==> src/rtl/fetch_pkg.sv <==
// rtl/fetch_pkg.sv - shared widths, reset address and state encoding for the fetch unit
package fetch_pkg;

    localparam int WORD_W = 16;
    localparam int ADDR_W = 16;

    localparam logic [ADDR_W-1:0] RESET_PC_DEFAULT = 16'h0000;

    typedef enum logic [1:0] {
        ST_IDLE,
        ST_FETCH,
        ST_FULL,
        ST_REDIRECT
    } fetch_state_t;

endpackage

==> src/rtl/fetch_buffer.sv <==
// rtl/fetch_buffer.sv - prefetch FIFO of {pc, word} pairs with single push/pop and flush
module fetch_buffer
    import fetch_pkg::*;
#(
    parameter  int DEPTH = 2,
    localparam int PW    = (DEPTH > 1) ? $clog2(DEPTH) : 1,
    localparam int CW    = $clog2(DEPTH + 1)
) (
    input  logic              clk,
    input  logic              rst,
    input  logic              flush,
    input  logic              push,
    input  logic [ADDR_W-1:0] push_pc,
    input  logic [WORD_W-1:0] push_data,
    input  logic              pop,
    output logic [CW-1:0]     count,
    output logic [ADDR_W-1:0] head_pc,
    output logic [WORD_W-1:0] head_data
);

    logic [ADDR_W-1:0] pc_mem   [DEPTH];
    logic [WORD_W-1:0] data_mem [DEPTH];
    logic [PW-1:0]     rd_ptr;
    logic [PW-1:0]     wr_ptr;

    function automatic logic [PW-1:0] next_ptr(input logic [PW-1:0] p);
        return (p == PW'(DEPTH - 1)) ? '0 : p + PW'(1);
    endfunction

    always_ff @(posedge clk) begin
        if (rst || flush) begin
            rd_ptr <= '0;
            wr_ptr <= '0;
            count  <= '0;
        end else begin
            if (push) begin
                pc_mem[wr_ptr]   <= push_pc;
                data_mem[wr_ptr] <= push_data;
                wr_ptr           <= next_ptr(wr_ptr);
            end
            if (pop) begin
                rd_ptr <= next_ptr(rd_ptr);
            end
            count <= count + CW'(push) - CW'(pop);
        end
    end

    // Storage is never cleared, so the head is forced to zero whenever nothing is held.
    assign head_pc   = (count != '0) ? pc_mem[rd_ptr]   : '0;
    assign head_data = (count != '0) ? data_mem[rd_ptr] : '0;

    always_ff @(posedge clk) begin
        if (!rst && !flush) begin
            assert (!(push && count == CW'(DEPTH)));
        end
    end

endmodule

==> src/rtl/instr_fetch.sv <==
// rtl/instr_fetch.sv - instruction prefetch unit: issues word reads, buffers returns, handles redirects
module instr_fetch
    import fetch_pkg::*;
#(
    parameter int                DEPTH    = 2,
    parameter logic [ADDR_W-1:0] RESET_PC = RESET_PC_DEFAULT
) (
    input  logic              clk,
    input  logic              rst,
    input  logic              fetchEn,
    output logic              memread,
    output logic [ADDR_W-1:0] adr,
    input  logic [WORD_W-1:0] memdata,
    output logic [WORD_W-1:0] instruction,
    output logic              instrValid,
    input  logic              instrReady,
    output logic [ADDR_W-1:0] fetchPc,
    input  logic              branchEn,
    input  logic [ADDR_W-1:0] branchTarget
);

    localparam int CW = $clog2(DEPTH + 1);

    fetch_state_t      state;
    logic [ADDR_W-1:0] pc;
    logic [ADDR_W-1:0] inflight_pc;
    logic              inflight;
    logic              issue;
    logic              push;
    logic              pop;
    logic [CW-1:0]     count;
    logic [3:0]        occ_now;
    logic [3:0]        occ_next;

    // A redirect discards the returning word and the head pop in the same cycle.
    assign pop  = instrValid & instrReady & ~branchEn;
    assign push = inflight & ~branchEn;

    // Slots already committed: buffered words plus the word returning now, less what leaves now.
    assign occ_now  = 4'(count) + 4'(inflight) - 4'(pop);
    assign issue    = ~rst & ~branchEn & fetchEn & (state != ST_IDLE) & (occ_now < 4'(DEPTH));
    assign occ_next = occ_now + 4'(issue);

    assign memread    = issue;
    assign adr        = pc;
    assign instrValid = (count != '0);

    always_ff @(posedge clk) begin
        if (rst) begin
            state       <= ST_IDLE;
            pc          <= RESET_PC;
            inflight    <= 1'b0;
            inflight_pc <= '0;
        end else begin
            inflight <= issue;
            if (issue) begin
                inflight_pc <= pc;
            end
            if (branchEn) begin
                pc <= branchTarget;
            end else if (issue) begin
                pc <= pc + ADDR_W'(1);
            end
            if (branchEn) begin
                state <= ST_REDIRECT;
            end else begin
                case (state)
                    ST_IDLE: begin
                        if (fetchEn) begin
                            state <= ST_FETCH;
                        end
                    end
                    default: begin
                        if (!fetchEn) begin
                            state <= ST_IDLE;
                        end else if (occ_next >= 4'(DEPTH)) begin
                            state <= ST_FULL;
                        end else begin
                            state <= ST_FETCH;
                        end
                    end
                endcase
            end
        end
    end

    fetch_buffer #(
        .DEPTH (DEPTH)
    ) u_buffer (
        .clk       (clk),
        .rst       (rst),
        .flush     (branchEn),
        .push      (push),
        .push_pc   (inflight_pc),
        .push_data (memdata),
        .pop       (pop),
        .count     (count),
        .head_pc   (fetchPc),
        .head_data (instruction)
    );

endmodule

==> config.mk <==
export PLATFORM = sky130hd
export DESIGN_NAME = instr_fetch
export DESIGN_NICKNAME = d
export VERILOG_FILES = /design/src/rtl/fetch_pkg.sv /design/src/rtl/fetch_buffer.sv /design/src/rtl/instr_fetch.sv
export SDC_FILE = /design/constraint.sdc
export NUM_CORES = 1
export LEC_CHECK = 0
export CAP_MARGIN = 15
export CORE_MARGIN = 2
export CORE_UTILIZATION = 35
export CTS_CLUSTER_SIZE = 40
export DETAILED_ROUTE_END_ITERATION = 12
export GPL_ROUTABILITY_DRIVEN = 0
export GPL_TIMING_DRIVEN = 0
export SYNTH_ARGS = -nofsm -noshare
export SYNTH_HDL_FRONTEND = slang
export SYNTH_HIERARCHICAL = 1
export SYNTH_SLANG_ARGS = --single-unit
==> constraint.sdc <==
create_clock -name clk -period 5.5 [get_ports clk]
set_input_delay 1.1 -clock clk [delete_from_list [all_inputs] [get_ports clk]]
set_output_delay 1.1 -clock clk [all_outputs]
set_load 0.05 [all_outputs]
== After elaboration in Yosys (flattened, before gate mapping) ==
Memories as Yosys holds them, arrays and structs flattened. A register that Yosys moved wholly into a read port is not among the register bits.
Cells that the tools add are included.

* Register bits after elaboration: 39
* RAM bits: 64
* Input port bits: 37
* Output and inout bits: 50
* Word-level logic and storage cells: 52
* Memories kept: 2

{| class="wikitable"
|+ Memories
! name !! words !! width !! read ports !! clocked after Yosys merged registers in !! write ports !! line !! source
|-
| u_buffer.data_mem || 2 || 16 || 1 || 1 || 1 || fetch_buffer.sv:22 || <nowiki>logic [WORD_W-1:0] data_mem [DEPTH];</nowiki>
|-
| u_buffer.pc_mem || 2 || 16 || 1 || 1 || 1 || fetch_buffer.sv:21 || <nowiki>logic [ADDR_W-1:0] pc_mem [DEPTH];</nowiki>
|}

* Add/sub/neg operators: 8
* Order comparisons: 2
* Eq/ne operators: 1
* Mux-type cells: 18
* Bitwise gates (word level): 9
* Reductions and logical operators: 5

{| class="wikitable"
|+ Operator list
! cell !! count
|-
| 16-bit two-way mux || 4
|-
| 16-bit by 1-bit adder with 16-bit output, second input constant || 1
|-
| 2-bit two-way mux || 5
|-
| 1-bit two-way mux || 9
|-
| 1-bit bitwise AND || 7
|-
| 2-bit nonzero test || 3
|-
| 4-bit by 1-bit adder with 4-bit output || 1
|-
| 4-bit by 2-bit >= comparator with 1-bit output, second input constant || 1
|-
| 4-bit by 2-bit < comparator with 1-bit output, second input constant || 1
|-
| 3-bit by 1-bit subtractor with 4-bit output || 1
|-
| 2-bit by 1-bit adder with 3-bit output || 1
|-
| 3-bit inequality test, second input constant || 1
|-
| 1-bit adder, second input constant || 2
|-
| 2-bit by 1-bit adder with 2-bit output || 1
|-
| 2-bit zero test || 1
|-
| 1-bit inverter || 2
|-
| 2-bit by 1-bit subtractor with 2-bit output || 1
|-
| 1-bit logical OR || 1
|}

== Logic depth before layout (Yosys ltp) ==
* Depth after elaboration: 12
* Mapped depth: 20
* Gate-level depth less buffers: 16

== Modules after synthesis ==
The synthesis kept the hierarchy.

{| class="wikitable"
|+ Modules (own cells, without submodules)
! module !! instances !! cells each !! area each (um2) !! seq. area each (um2)
|-
| fetch_buffer || 1 || 156 || 2656.3 || 2021.9
|-
| instr_fetch || 1 || 218 || 1737.9 || 700.7
|}

== Least setup slack after synthesis ==
No wires, ideal clock.

* Path type: input port to flip-flop
* Start point: input port branchEn
* End point: memory u_buffer.data_mem[0][0] (enable)
* Setup time: 514 ps
* Data arrival time: 5043 ps
* Required time: 4986 ps
* Slack: -58 ps
* Stages on the path: 4
* Buffers on the path: 2
* Path through: buf_6 > clkbuf_1 > nor2b_1 > nor4b_1

* Longest elaborated chain between the ends: 5
* Elaborated cells between the ends (all ways): 6
* Classes of those cells: mux: 3; bitwise: 2; reduce/logical: 1

{| class="wikitable"
|+ RTL lines
! item !! line !! source
|-
| from (decl) || instr_fetch.sv:18 || <nowiki>input logic branchEn,</nowiki>
|-
| 1-bit inverter || instr_fetch.sv:37 || <nowiki>assign push = inflight & ~branchEn;</nowiki>
|-
| 1-bit bitwise AND || instr_fetch.sv:37 ||
|-
| named net push || instr_fetch.sv:29 || <nowiki>logic push;</nowiki>
|-
| 1-bit two-way mux || fetch_buffer.sv:36 || <nowiki>if (push) begin</nowiki>
|-
| 1-bit two-way mux || fetch_buffer.sv:31 || <nowiki>if (rst || flush) begin</nowiki>
|-
| 1-bit two-way mux (implied by the code) || fetch_buffer.sv:38 || <nowiki>data_mem[wr_ptr] <= push_data;</nowiki>
|-
| to (decl) || fetch_buffer.sv:22 ||
|}

The timed path passes the listed nets, and every way through them passes these cells.

== Worst setup path in the final report ==
* Start point: input port branchEn
* End point: output port memread

* Longest elaborated chain between the ends: 5
* Elaborated cells between the ends (all ways): 8
* Classes of those cells: add/sub: 1; order compare: 1; bitwise: 6

{| class="wikitable"
|+ RTL lines
! item !! line !! source
|-
| 1-bit inverter * || instr_fetch.sv:36, instr_fetch.sv:41 ||
|-
| 1-bit bitwise AND, on equally long branches || instr_fetch.sv:36, instr_fetch.sv:41 ||
|-
| 3-bit by 1-bit subtractor with 4-bit output / 1-bit bitwise AND (equally long branches) || instr_fetch.sv:40, instr_fetch.sv:41 ||
|-
| 4-bit by 2-bit < comparator with 1-bit output / 1-bit bitwise AND (equally long branches) || instr_fetch.sv:41 || <nowiki>assign issue = ~rst & ~branchEn & fetchEn & (state != ST_IDLE) & (occ_now < 4'(DEPTH));</nowiki>
|-
| 1-bit bitwise AND * || instr_fetch.sv:41 ||
|-
| to (decl) || instr_fetch.sv:11 || <nowiki>output logic memread,</nowiki>
|}

Mark *: on every way between the ends. The rest lies on a longest branch, timed or not.

==> metrics.md <==
| Metric | Value |
|---|---|
| Die height | `116 µm` |
| CTS tree | `yes` |
| Vias in the first global route | `3079` |
| Iter 0 DRT Violations | `155` |
| Worst Path Required | `4.40 ns` |
| Synth Register Bits | `104` |
| Register area share after synthesis | `62.0%` |
| Async SR Flop Fraction | `0%` |
| Die span in x | `116 µm` |
| Xor/xnor share of the synthesized area | `1.31%` |
| CTS Buffer Depth | `2` |
| Antenna cells | `0` |
| P per Cell Area | `274 mW/mm²` |
| Worst slew pin tran | `0.891 ns` |
| Setup TNS | `0 ns` |
| Critical Path Start Type | `input port` |
| Tcrit/Tclk final | `95.1%` |
| Final wirelength | `9470 µm` |
| Pre-CTS setup slack | `-0.943 ns` |
| First-pass GRT wire length | `15400 µm` |
| DR vias/cell | `4.78` |
| Worst setup EP type | `output pin` |
| Area Growth Syn to Fin | `31.7%` |
| Fillers | `1152` |
| Sw Ratio | `22.4%` |
| Period minus WS final | `5.23 ns` |
| Final setup violation count | `0` |
| Adder-cell share of the synthesized area | `2.16%` |
| Clock Sinks | `104` |
| Top cells by area, synth | `edfxtp_1, dfxtp_1, mux2i_1` |
| Largest family of logic cells by synthesized area | `simple AND/OR/NAND/NOR gates` |
| H-tree level count | `3` |
| Synthesized area | `0.00439 mm²` |
| Simple-gate share of the synthesized area | `14.7%` |
| Clock Skew | `0.00501 ns` |
| Mux share of post-synthesis cell area | `8.74%` |
| Clk Tree Root Cell | `clkbuf_16` |
| Critical path data arrival time | `4.13 ns` |
| Synth Area in Compound Gates | `6.89%` |
| Hold Buf Count CTS | `0` |
| Vias after detailed routing | `3078` |
| Top-count cell post-synth | `edfxtp_1` |
| CTS buffer count | `9` |
| Pin count of the biggest net entering global routing | `33` |
| Global Route Usage Sum | `15.0%` |
| Initial Utilization | `36.3%` |
| Yosys warnings | `6` |
| Placement Rows | `40` |
| CTS clock-pin slew for the worst setup and hold paths | `0.06 ns` |
| WS Path Type | `in -> out` |
| # IOs | `87` |
| EDFF count, synth | `64` |
| Port-buffer cells | `86` |
| DRT Pass-1 Iters | `4` |
| Drt drc | `0` |
| Synth top area share | `43.7%` |
| Status | `completed` |
| Post-synth top cells | `edfxtp_1, nand2_1, nor2_1` |
| Die Area | `0.0135 mm²` |
| Worst Hold Class | `reg -> reg` |
| Max-cap viol count | `0` |
| Crit Path Max Fanout | `20` |
| Synth unique cells | `48` |
| NumNets Final | `516` |
| Post-synth top area cell | `edfxtp_1` |
| P_sw | `355 µW` |
| Post-synthesis cell count | `374` |
| Worst skew pair latency | `0.34 ns` |
| Max Clk Rate | `0.191 GHz` |
| Layout cells sized above 1 | `9.03%` |
| Worst slew margin | `40.4%` |
| Core Region | `0.0121 mm²` |
| RSZ-0062 raised after global routing | `no` |
| Seq pwr share | `53.7%` |
| Fin. Hold Viols | `0` |
| Total power | `1.59 mW` |
| GRT overflow | `0` |
| Max Slew Vio Count | `0` |
| Post-CTS Setup Bufs | `0` |
| Gate power share | `8.5%` |
| Routed wire length per instance | `14.7 µm` |
| Clock power frac | `37.8%` |
| Final ANT Viol Nets | `0` |
| Final worst setup slack | `0.269 ns` |
| Worst VDD drop | `141 µV` |
| Post-Syn Nets | `418` |
| Syn avg cell area | `11.7 µm²` |
| P_leak | `1.93 nW` |
| Initial antenna violation count | `0` |
| Synth Flop Type | `edfxtp_1` |
| Final core utilization | `47.8%` |
| Detailed Place HPWL | `6790 µm` |
| P_int | `1.23 mW` |
-- final timing paths --
| check | startpoint | to | slack [ns] | depth (start not counted) |
|---|---|---|---|---|
| max | branchEn | memread | 0.27 | 15 |
| min | inflight_pc[13]$_SDFFE_PP0P_ | u_buffer/pc_mem[0][13]$_DFFE_PP_ | 0.45 | 0 |
| max reg2reg | u_buffer/count[1]$_SDFF_PP0_ | state[1]$_SDFFE_PP0P_ | 2.00 | 16 |
| min reg2reg | inflight_pc[13]$_SDFFE_PP0P_ | u_buffer/pc_mem[0][13]$_DFFE_PP_ | 0.45 | 0 |
-- flip-flops by register name, summed over array words and instances (netlist names), named ones only --
name / cells
adr: 16
inflight: 1
inflight_pc: 16
state: 2
u_buffer/count: 2
u_buffer/data_mem: 32
u_buffer/pc_mem: 32
u_buffer/rd_ptr: 1
u_buffer/wr_ptr: 1
-- per-layer routing --
metal	routed length, µm	global-route usage (%)
met1	4560	19.7
met3	447	3.77
met4	114	5.71
met2	4360	24.1
met5	0	0
-- placed cells by master (no fill, tap or decap), types with 2 or more instances in the layout --
cell | netlist | layout
a31oi_1 | 4 | 4
nor2_1 | 42 | 42
or4_1 | 2 | 2
a21oi_1 | 26 | 26
buf_4 | 1 | 2
or3_1 | 4 | 4
nor2b_1 | 2 | 2
or2_2 | 2 | 2
edfxtp_1 | 64 | 64
o211ai_1 | 2 | 2
clkbuf_1 | 8 | 8
xnor2_1 | 3 | 3
nand3_1 | 7 | 7
clkdlybuf4s50_1 | 0 | 84
nand4_1 | 3 | 3
buf_6 | 2 | 3
buf_2 | 5 | 4
a41oi_1 | 2 | 2
buf_8 | 4 | 5
mux2i_1 | 32 | 32
and3_1 | 6 | 5
a21o_1 | 2 | 2
o21ai_0 | 10 | 10
inv_1 | 9 | 9
mux2_4 | 2 | 2
nor3_1 | 6 | 6
nand2_1 | 53 | 53
ha_1 | 6 | 6
clkbuf_16 | 0 | 10
dfxtp_1 | 40 | 40
mux2_1 | 2 | 2
nor3b_1 | 3 | 2
nand3_2 | 2 | 2
a21oi_2 | 2 | 2
clkinv_2 | 0 | 2
clkinv_1 | 0 | 2
-- power groups by stage --
stage / registers [mW] / clock network [mW] / logic (mW)
6_report: 0.852 / 0.600 / 0.135
3_3_place_gp: 0.869 / 0 / 0.134
5_1_grt: 0.854 / 0.651 / 0.145
4_1_cts: 0.852 / 0.617 / 0.136
2_1_floorplan: 0.894 / 0 / 0.0453
3_5_place_dp: 0.869 / 0 / 0.136
-- area by class of cell --
cell class | count | area [µm²] | share of cell area [%]
plain buffers | 19 | 140 | 2.42
clock buffers | 11 | 264 | 4.56
clock inverters | 4 | 17.5 | 0.303
inverters | 10 | 42.5 | 0.735
multi-input cells | 240 | 1510 | 26.0
flip-flops and latches | 104 | 2720 | 47.1
well taps | 168 | 210 | 3.63
repair buffers | 88 | 883 | 15.3
-- critical path, cell delays in order --
cell and delay (ns):
dlygate4sd2_1 0.35, buf_6 0.20, inv_1 0.14, nand2_1 0.11, nor3b_2 0.24, a21o_1 0.11
ha_1 0.13, inv_1 0.05, fa_1 0.39, xor2_1 0.19, or4_1 0.50, buf_6 0.16
clkinv_4 0.06, buf_8 0.17, buf_4 0.22
-- cells by family (layout without fill, tap and decap cells) --
family,Yosys count,count (layout)
AND/OR/NAND/NOR,139,139
XOR/XNOR,5,5
buffers and inverters,30,132
AO/OA/AOI/OAI,52,52
adder cells (fa/ha/maj),7,7
flip-flops,104,104
multiplexers,37,37
-- through the flow --
stage | cells | area [µm²] | hold WS (ns)
after global placement | 628 | 5470 | 0.436
after global routing | 644 | 5790 | 0.489
after detailed placement | 630 | 5510 | 0.436
after floorplan | 374 | 4400 | 0.425
after CTS | 645 | 5790 | 0.452
final | 644 | 5790 | 0.450
-- what timing repair did --
item | in CTS | in global routing
gates resized for setup | 8 | 0
gates cloned | 0 | 0
endpoints found under the setup margin | 1 | 1
Power figures use the tool's default switching activity.
